## src/rtl/af_stream_ctrl.sv

```systemverilog
// af_stream_ctrl: ready/valid front end and in-order output buffer for the
// cordic activation unit. The cordic pipeline cannot stall, so work is only
// issued when the output FIFO is guaranteed to have room for its result.
module af_stream_ctrl #(
    parameter int unsigned LAT   = 24,
    parameter int unsigned DEPTH = 32,
    parameter int unsigned CW    = 6
) (
    input  logic          clk,
    input  logic          rst,
    input  logic          in_valid,
    output logic          in_ready,
    input  logic [15:0]   in_data,
    input  logic          in_sig,
    input  logic          in_relu,
    input  logic          cfg_simd,
    input  logic          cfg_shift_mode,
    output logic [15:0]   af_in,
    output logic          af_sig_or_tan,
    output logic          af_relu_or_cordic,
    output logic          af_simd_sel,
    output logic          af_shift_mode,
    input  logic [15:0]   af_out_data,
    output logic          out_valid,
    input  logic          out_ready,
    output logic [15:0]   out_data,
    output logic [CW-1:0] out_count,
    output logic          busy
);

    localparam int unsigned PW = $clog2(DEPTH);
    localparam int unsigned SW = CW + 1;

    logic [LAT-1:0] vld_q, vld_d;
    logic [CW-1:0]  inflight_q, inflight_d;
    logic [CW-1:0]  count_q, count_d;
    logic [PW-1:0]  wr_ptr_q, wr_ptr_d;
    logic [PW-1:0]  rd_ptr_q, rd_ptr_d;
    logic           sig_q, sig_d;
    logic           simd_q, simd_d;
    logic           shift_q, shift_d;
    logic [15:0]    mem_q [DEPTH];
    logic [15:0]    mem_d [DEPTH];

    logic mode_match_c;
    logic credit_ok_c;
    logic accept_c;
    logic relu_acc_c;
    logic cordic_acc_c;
    logic tag_exit_c;
    logic wr_en_c;
    logic pop_c;

    // Issue gating: credit against registered occupancy, and mode changes or relu only on an empty pipe
    always_comb begin
        mode_match_c = ({in_sig, cfg_simd, cfg_shift_mode} == {sig_q, simd_q, shift_q});
        credit_ok_c  = (SW'(count_q) + SW'(inflight_q)) < SW'(DEPTH);
        in_ready     = rst & credit_ok_c & ((inflight_q == '0) | (~in_relu & mode_match_c));
        accept_c     = in_valid & in_ready;
        relu_acc_c   = accept_c & in_relu;
        cordic_acc_c = accept_c & ~in_relu;
        tag_exit_c   = vld_q[LAT-1];
        wr_en_c      = tag_exit_c | relu_acc_c;
        pop_c        = out_valid & out_ready;
    end

    // Next state: valid delay line, in-flight count, FIFO storage/pointers, mode registers
    always_comb begin
        vld_d      = {vld_q[LAT-2:0], cordic_acc_c};
        inflight_d = inflight_q;
        count_d    = count_q;
        wr_ptr_d   = wr_ptr_q;
        rd_ptr_d   = rd_ptr_q;
        sig_d      = sig_q;
        simd_d     = simd_q;
        shift_d    = shift_q;
        mem_d      = mem_q;

        if (cordic_acc_c && !tag_exit_c) begin
            inflight_d = inflight_q + CW'(1);
        end else if (!cordic_acc_c && tag_exit_c) begin
            inflight_d = inflight_q - CW'(1);
        end

        if (wr_en_c) begin
            mem_d[wr_ptr_q] = af_out_data;
            wr_ptr_d = (wr_ptr_q == PW'(DEPTH - 1)) ? '0 : wr_ptr_q + PW'(1);
        end

        if (pop_c) begin
            rd_ptr_d = (rd_ptr_q == PW'(DEPTH - 1)) ? '0 : rd_ptr_q + PW'(1);
        end

        case ({wr_en_c, pop_c})
            2'b10:   count_d = count_q + CW'(1);
            2'b01:   count_d = count_q - CW'(1);
            default: count_d = count_q;
        endcase

        if (accept_c) begin
            sig_d   = in_sig;
            simd_d  = cfg_simd;
            shift_d = cfg_shift_mode;
        end
    end

    // Control state; reset drops everything in flight or buffered
    always_ff @(posedge clk) begin
        if (!rst) begin
            vld_q      <= '0;
            inflight_q <= '0;
            count_q    <= '0;
            wr_ptr_q   <= '0;
            rd_ptr_q   <= '0;
            sig_q      <= 1'b0;
            simd_q     <= 1'b0;
            shift_q    <= 1'b0;
        end else begin
            vld_q      <= vld_d;
            inflight_q <= inflight_d;
            count_q    <= count_d;
            wr_ptr_q   <= wr_ptr_d;
            rd_ptr_q   <= rd_ptr_d;
            sig_q      <= sig_d;
            simd_q     <= simd_d;
            shift_q    <= shift_d;
        end
    end

    // FIFO storage; contents are only meaningful behind the occupancy count
    always_ff @(posedge clk) begin
        mem_q <= mem_d;
    end

    assign af_in             = in_data;
    assign af_relu_or_cordic = relu_acc_c;
    assign af_sig_or_tan     = sig_q;
    assign af_simd_sel       = simd_q;
    assign af_shift_mode     = shift_q;
    assign out_valid         = (count_q != '0);
    assign out_data          = mem_q[rd_ptr_q];
    assign out_count         = count_q;
    assign busy              = (inflight_q != '0) | out_valid;

    // Conditions the issue rules make unreachable
    a_no_relu_tag_collision: assert property (@(posedge clk) disable iff (!rst)
        !(relu_acc_c && tag_exit_c));
    a_no_overflow: assert property (@(posedge clk) disable iff (!rst)
        !(wr_en_c && !pop_c && (count_q == CW'(DEPTH))));
    a_inflight_range: assert property (@(posedge clk) disable iff (!rst)
        inflight_q <= CW'(LAT));

endmodule
```

## config.mk

```make
export PLATFORM = sky130hd
export DESIGN_NAME = af_stream_ctrl
export DESIGN_NICKNAME = d
export VERILOG_FILES = /design/src/rtl/af_stream_ctrl.sv
export SDC_FILE = /design/constraint.sdc
export NUM_CORES = 1
export LEC_CHECK = 0
export ABC_CLOCK_PERIOD_IN_PS = 4500
export CELL_PAD_IN_SITES_DETAIL_PLACEMENT = 2
export CELL_PAD_IN_SITES_GLOBAL_PLACEMENT = 2
export CORE_MARGIN = 8
export CORE_UTILIZATION = 48
export DETAILED_ROUTE_END_ITERATION = 8
export PLACE_DENSITY_LB_ADDON = 0.1
export SLEW_MARGIN = 10
export SYNTH_ARGS = -nofsm -noshare
export SYNTH_HDL_FRONTEND = slang
export SYNTH_SLANG_ARGS = --single-unit
```

## constraint.sdc

```tcl
create_clock -name clk -period 4.5 [get_ports clk]
set_clock_uncertainty 0.1 [all_clocks]
set_input_delay 1.125 -clock clk [delete_from_list [all_inputs] [get_ports clk]]
set_output_delay 1.125 -clock clk [all_outputs]
set_load 0.01 [all_outputs]
```

==> Word level (Yosys, flattened, before mapping) <==
Index checks and enable logic that the tools add are counted.
{ "classes": {"eq_ne": 5, "addsub": 7, "muxes": 11, "reduce_logical": 10, "magnitude_cmp": 4, "n_bitwise": 13} }
{ "op_table": {"columns": ["cell", "n"], "rows": [
  ["$bwmux 512", 1],
  ["$bmux 16 s5", 1],
  ["$demux 16 s5", 1],
  ["$mux 16", 3],
  ["$add 6x1->6 const B", 2],
  ["$ge 6x6->1 const B", 2],
  ["$mux 6", 2],
  ["$not 5->6", 2],
  ["$pmux 6 s2", 1],
  ["$reduce_bool 6->1", 2],
  ["$sub 6x1->6 const B", 2],
  ["$add 5x1->5 const B", 2],
  ["$eq 5x5->1 const B", 2],
  ["$mux 5", 2],
  ["$add 6x6->7", 1],
  ["$and 1x1->1", 7],
  ["$lt 7x6->1 const B", 1],
  ["$logic_not 6->1", 1],
  ["$lt 6x1->1 const B", 1],
  ["$reduce_bool 2->1", 2],
  ["$eq 3x3->1", 1],
  ["$logic_and 1x1->1", 3],
  ["$or 1x1->1", 3],
  ["$eq 2x1->1 const B", 1],
  ["3 further kinds", 4]
]} }
{ "totals": {"out_inout_bits": 45, "inputBits": 40, "regBits": 561, "word_cells": 90} }

==> Longest topological paths before layout <==
{ "logic_depth": {"depth_word": 10, "depth_mapped": 14, "mapped_depth_nobuf": 14} }

==> Worst setup path after synthesis <==
Ideal clock, no wire load.
{ "synth_path": {"path_type": "input -> register", "startpoint": "input port in_sig", "endpoint": "register mem_q[368] (netlist bit) (enable)", "arrival_ns": 3.677, "slack_ns": 0.310, "cell_stages": 6, "path_buffers": 1, "setup_time_ns": 0.413, "required_ns": 3.987, "cell_sequence": "xor2_1 -> or4_4 -> a21oi_4 -> a41oi_1 -> clkbuf_1 -> nor3b_1"} }
{ "synth_via": {"elab_chain_len": 7} }
{ "synth_lines": {"columns": ["element", "line", "rtl"], "rows": [
  ["from (decl)", "14", "input logic in_sig,"],
  ["$eq 3x3->1", "56", "mode_match_c = ({in_sig, cfg_simd, cfg_shift_mode} == {sig_q, simd_q, shift_q});"],
  ["$and 1x1->1", "58", "in_ready = rst & credit_ok_c & ((inflight_q == '0) | (~in_relu & mode_match_c));"],
  ["$or 1x1->1", "58", null],
  ["$and 1x1->1", "58", null],
  ["$and 1x1->1", "59", "accept_c = in_valid & in_ready;"],
  ["$and 1x1->1", "60", "relu_acc_c = accept_c & in_relu;"],
  ["$or 1x1->1", "63", "wr_en_c = tag_exit_c | relu_acc_c;"],
  ["to (signal assigned)", "132", "mem_q <= mem_d;"],
  ["to (decl)", "42", "logic [15:0] mem_q [DEPTH];"]
]} }
Every way passes these cells.
A chain may end at the register's enable or synchronous reset.

==> Worst setup path after layout <==
{ "layout_path": {"startpoint": "register rd_ptr_q[0]", "endpoint": "output port out_data[3]"} }
{ "layout_via": {"elab_chain_len": 4} }
{ "layout_lines": {"columns": ["element", "line", "rtl"], "rows": [
  ["from (decl)", "38", "logic [PW-1:0] rd_ptr_q, rd_ptr_d;"],
  ["from (signal assigned)", "123", "rd_ptr_q <= rd_ptr_d;"],
  ["$not 5->6 (implied by the code)", "141", "assign out_data = mem_q[rd_ptr_q];"],
  ["$bmux 16 s5", "141", null],
  ["$mux 16 (implied by the code) (2 in series)", "141", null],
  ["to (decl)", "26", "output logic [15:0] out_data,"]
]} }
Every way passes these cells. The select of a mux whose other input is x is not followed.

==> impl_metrics.json <==
{
  "drtIter0Drc": 1418,
  "drt-pass1-iter-count": 5,
  "grt_pass1_wl_um": 102000,
  "syn_to_final_growth_pct": 18.6,
  "drc": 0,
  "cap_violations": 0,
  "final_area_sq_mm": 0.0265,
  "ys_seq_elements": 561,
  "die_area_sq_mm": 0.0537,
  "synth_flop_cell": "edfxtp_1",
  "overflow": 0,
  "grt_pass1_vias": 12877,
  "post-route-period-util": 0.986,
  "die_h_um": 232,
  "finalHoldViolations": 0,
  "ys_types": 49,
  "syn_inst": 1052,
  "initial_core_util": 0.483,
  "dpl_cell_area_sq_mm": 0.0244,
  "status": "completed",
  "clk_latency_ns": 0.62,
  "instances_no_fill": 1834,
  "routabilityCongestion": 0.723,
  "io_buffers": 52,
  "grt_use_total": 0.273,
  "postRouteWirelength_um": 72100,
  "critPathLaunchType": "flop",
  "netlist_area_sq_mm": 0.0223,
  "seq_area_frac_synth": 0.733,
  "syn_avg_cell_area_sq_um": 21.2,
  "cp_data_arrival_time_ns": 3.21,
  "async_flop_share": 0,
  "min_path_type": "flop to flop",
  "clkSinkCount": 561,
  "ctsRootBufferMaster": "clkbuf_16",
  "r2r.worst_path.cells": 15,
  "reg2reg_slack_ns": 0.70,
  "htreeDepth": 2,
  "max_slew_margin": 0.138,
  "hpwl_um": 39800,
  "nNetsFinal": 1244,
  "cts_buffers": 59,
  "vias_per_cell": 6.39,
  "mappedNetlistNets": 1116,
  "io_pins": 85,
  "drive_gt1_frac": 0.328,
  "ant_nets": 0,
  "tightest_slew_ns": 1.29,
  "clk_pin_slew_ns": 0.06,
  "peakVddDrop_mv": 0.414,
  "critPathMaxFanout": 10,
  "r2r_end": "inflight_q[3]$_SDFFE_PN0P_",
  "leakage_nw": 8.60,
  "antenna_found_initial": 4,
  "cp-end-kind": "output pin",
  "critPathRequiredTime_ns": 3.27,
  "r2r-start": "inflight_q[1]$_SDFFE_PN0P_",
  "maxSlewViolCount": 0,
  "hold_buffers": 0,
  "period_needed_ns": 4.44,
  "dp_cells": 1705,
  "clock_tree.buffer_depth": 3,
  "cts_tree": "built",
  "antennaDiodeCount": 0,
  "hp-start": "vld_q[13]$_SDFF_PN0_",
  "synth_warnings": 0,
  "holdPathStages": 1,
  "grt_max_degree": 43,
  "finalSetupViolations": 0,
  "power_density_mw_per_mm2": 480,
  "clock.fmax_mhz": 225,
  "whs_endpoint": "vld_q[14]$_SDFF_PN0_",
  "crit_type": "flop to output pin",
  "synth_edf_count": 512,
  "row_count": 79,
  "wl_per_cell_um": 39.3,
  "dieWidth_um": 232,
  "vias": 11711,
  "core_sq_mm": 0.0463,
  "rsz0062_at_grt": "no"
}
## power breakdown
| part | switching (W) | internal, W | total, W |
|---|---|---|---|
| logic | 0.00109 | 0.00104 | 0.00213 |
| clock network | 0.00215 | 0.00262 | 0.00477 |
| registers | 0.0000742 | 0.00575 | 0.00582 |
## cells in the final DEF (no fill, tap or decap), types with 15 or more instances in the layout
master           count
ha_1                22
and2_1              25
nor2_1              29
nand2_1             19
dfxtp_1             44
nor3b_4             17
edfxtp_1           512
buf_4               34
clkinv_1            18
mux4_2             160
clkbuf_16           61
buf_12              46
mux2_2              16
nor3b_2             15
clkdlybuf4s50_1     21
## flip-flops by register name, indices dropped and copies added, names as in the netlist
| register | count |
|---|---|
| out_count | 6 |
| af_simd_sel | 1 |
| af_shift_mode | 1 |
| af_sig_or_tan | 1 |
| wr_ptr_q | 5 |
| inflight_q | 6 |
| vld_q | 24 |
| rd_ptr_q | 5 |
| mem_q | 512 |
## Yosys cell counts (6+ instances only)
master,number,area [sq um]
buf_6,10,113
clkbuf_1,34,128
nor3b_2,20,250
nand4_1,6,37.5
nand2_1,19,71.3
dfxtp_1,49,981
edfxtp_1,512,15400
mux4_2,160,3600
nor3b_1,13,97.6
buf_2,7,35.0
ha_1,22,275
and2_1,25,156
a21oi_1,14,70.1
mux2_2,16,180
nor2_1,29,109
mux2i_1,10,100
buf_4,17,128
inv_1,10,37.5
## per-layer routing
metal	wire [um]	up-vias	GRT usage
met1	28000	6377	0.349
li1	-	4598	-
met2	36600	603	0.462
met5	32	-	0
met4	2470	4	0.0950
met3	4950	129	0.0560
## stage by stage
step / setup WS [ns] / TNS (ns) / power, W / hold slack (ns) / util
after floorplan: 0.310 / 0 / 0.00713 / 0.312 / -
after global placement: 0.00414 / 0 / 0.00785 / 0.316 / 0.528
after detailed placement: -0.265 / -0.602 / 0.00795 / 0.324 / 0.528
after CTS: -0.114 / -0.290 / 0.0128 / 0.343 / 0.573
after global routing: 0.00681 / 0 / 0.0131 / 0.352 / 0.572
final: 0.0650 / 0 / 0.0127 / 0.338 / 0.572
## worst max-delay path, cell delays in order (launching register included)
cell             delay (ns)
dfxtp_4                0.38
buf_12                 0.17
buf_16                 0.17
buf_4                  0.14
buf_12                 0.11
mux4_2                 0.51
mux4_2                 0.55
mux2_2                 0.30
clkdlybuf4s15_1        0.24
## layout make-up
type	instances	area, sq um
clock buffer	80	1700
clock inverter	28	124
fill	3775	19800
inverter	11	41.3
multi-input combinational	407	5690
sequential	561	16400
tap	607	759
timing repair buffer	140	1790
## timing repair
item | CTS | global route
buffers inserted | 16 | 3
setup endpoints to repair | 17 | 4
hold endpoints to repair | 0 | 0
gates cloned | 2 | 0
gates resized for setup | 21 | 10
## cells by family (layout without fill, tap and decap cells)
group                    Yosys count  in the layout  synth area share
flip-flops                       561            561             0.733
multiplexers                     186            186             0.174
AND/OR/NAND/NOR                  147            147            0.0428
buffers and inverters             84            259            0.0207
AO/OA/AOI/OAI                     41             41            0.0124
adder cells (fa/ha/maj)           24             24            0.0141
XOR/XNOR                           9              9           0.00353
## worst max path at each step
stage / from / endpoint / slack (ns) / depth (start not counted)
after floorplan: in_sig / mem_q[368]$_DFFE_PP_ / 0.31 / 6
after global placement: in_sig / af_relu_or_cordic / 0.004 / 7
after detailed placement: in_sig / inflight_q[3]$_SDFFE_PN0P_ / -0.26 / 16
after CTS: rd_ptr_q[0]$_SDFFE_PN0P_ / out_data[0] / -0.11 / 7
after global routing: rd_ptr_q[0]$_SDFFE_PN0P_ / out_data[12] / 0.007 / 7
final: rd_ptr_q[0]$_SDFFE_PN0P_ / out_data[3] / 0.06 / 8
(Power assumes the default switching activity.)
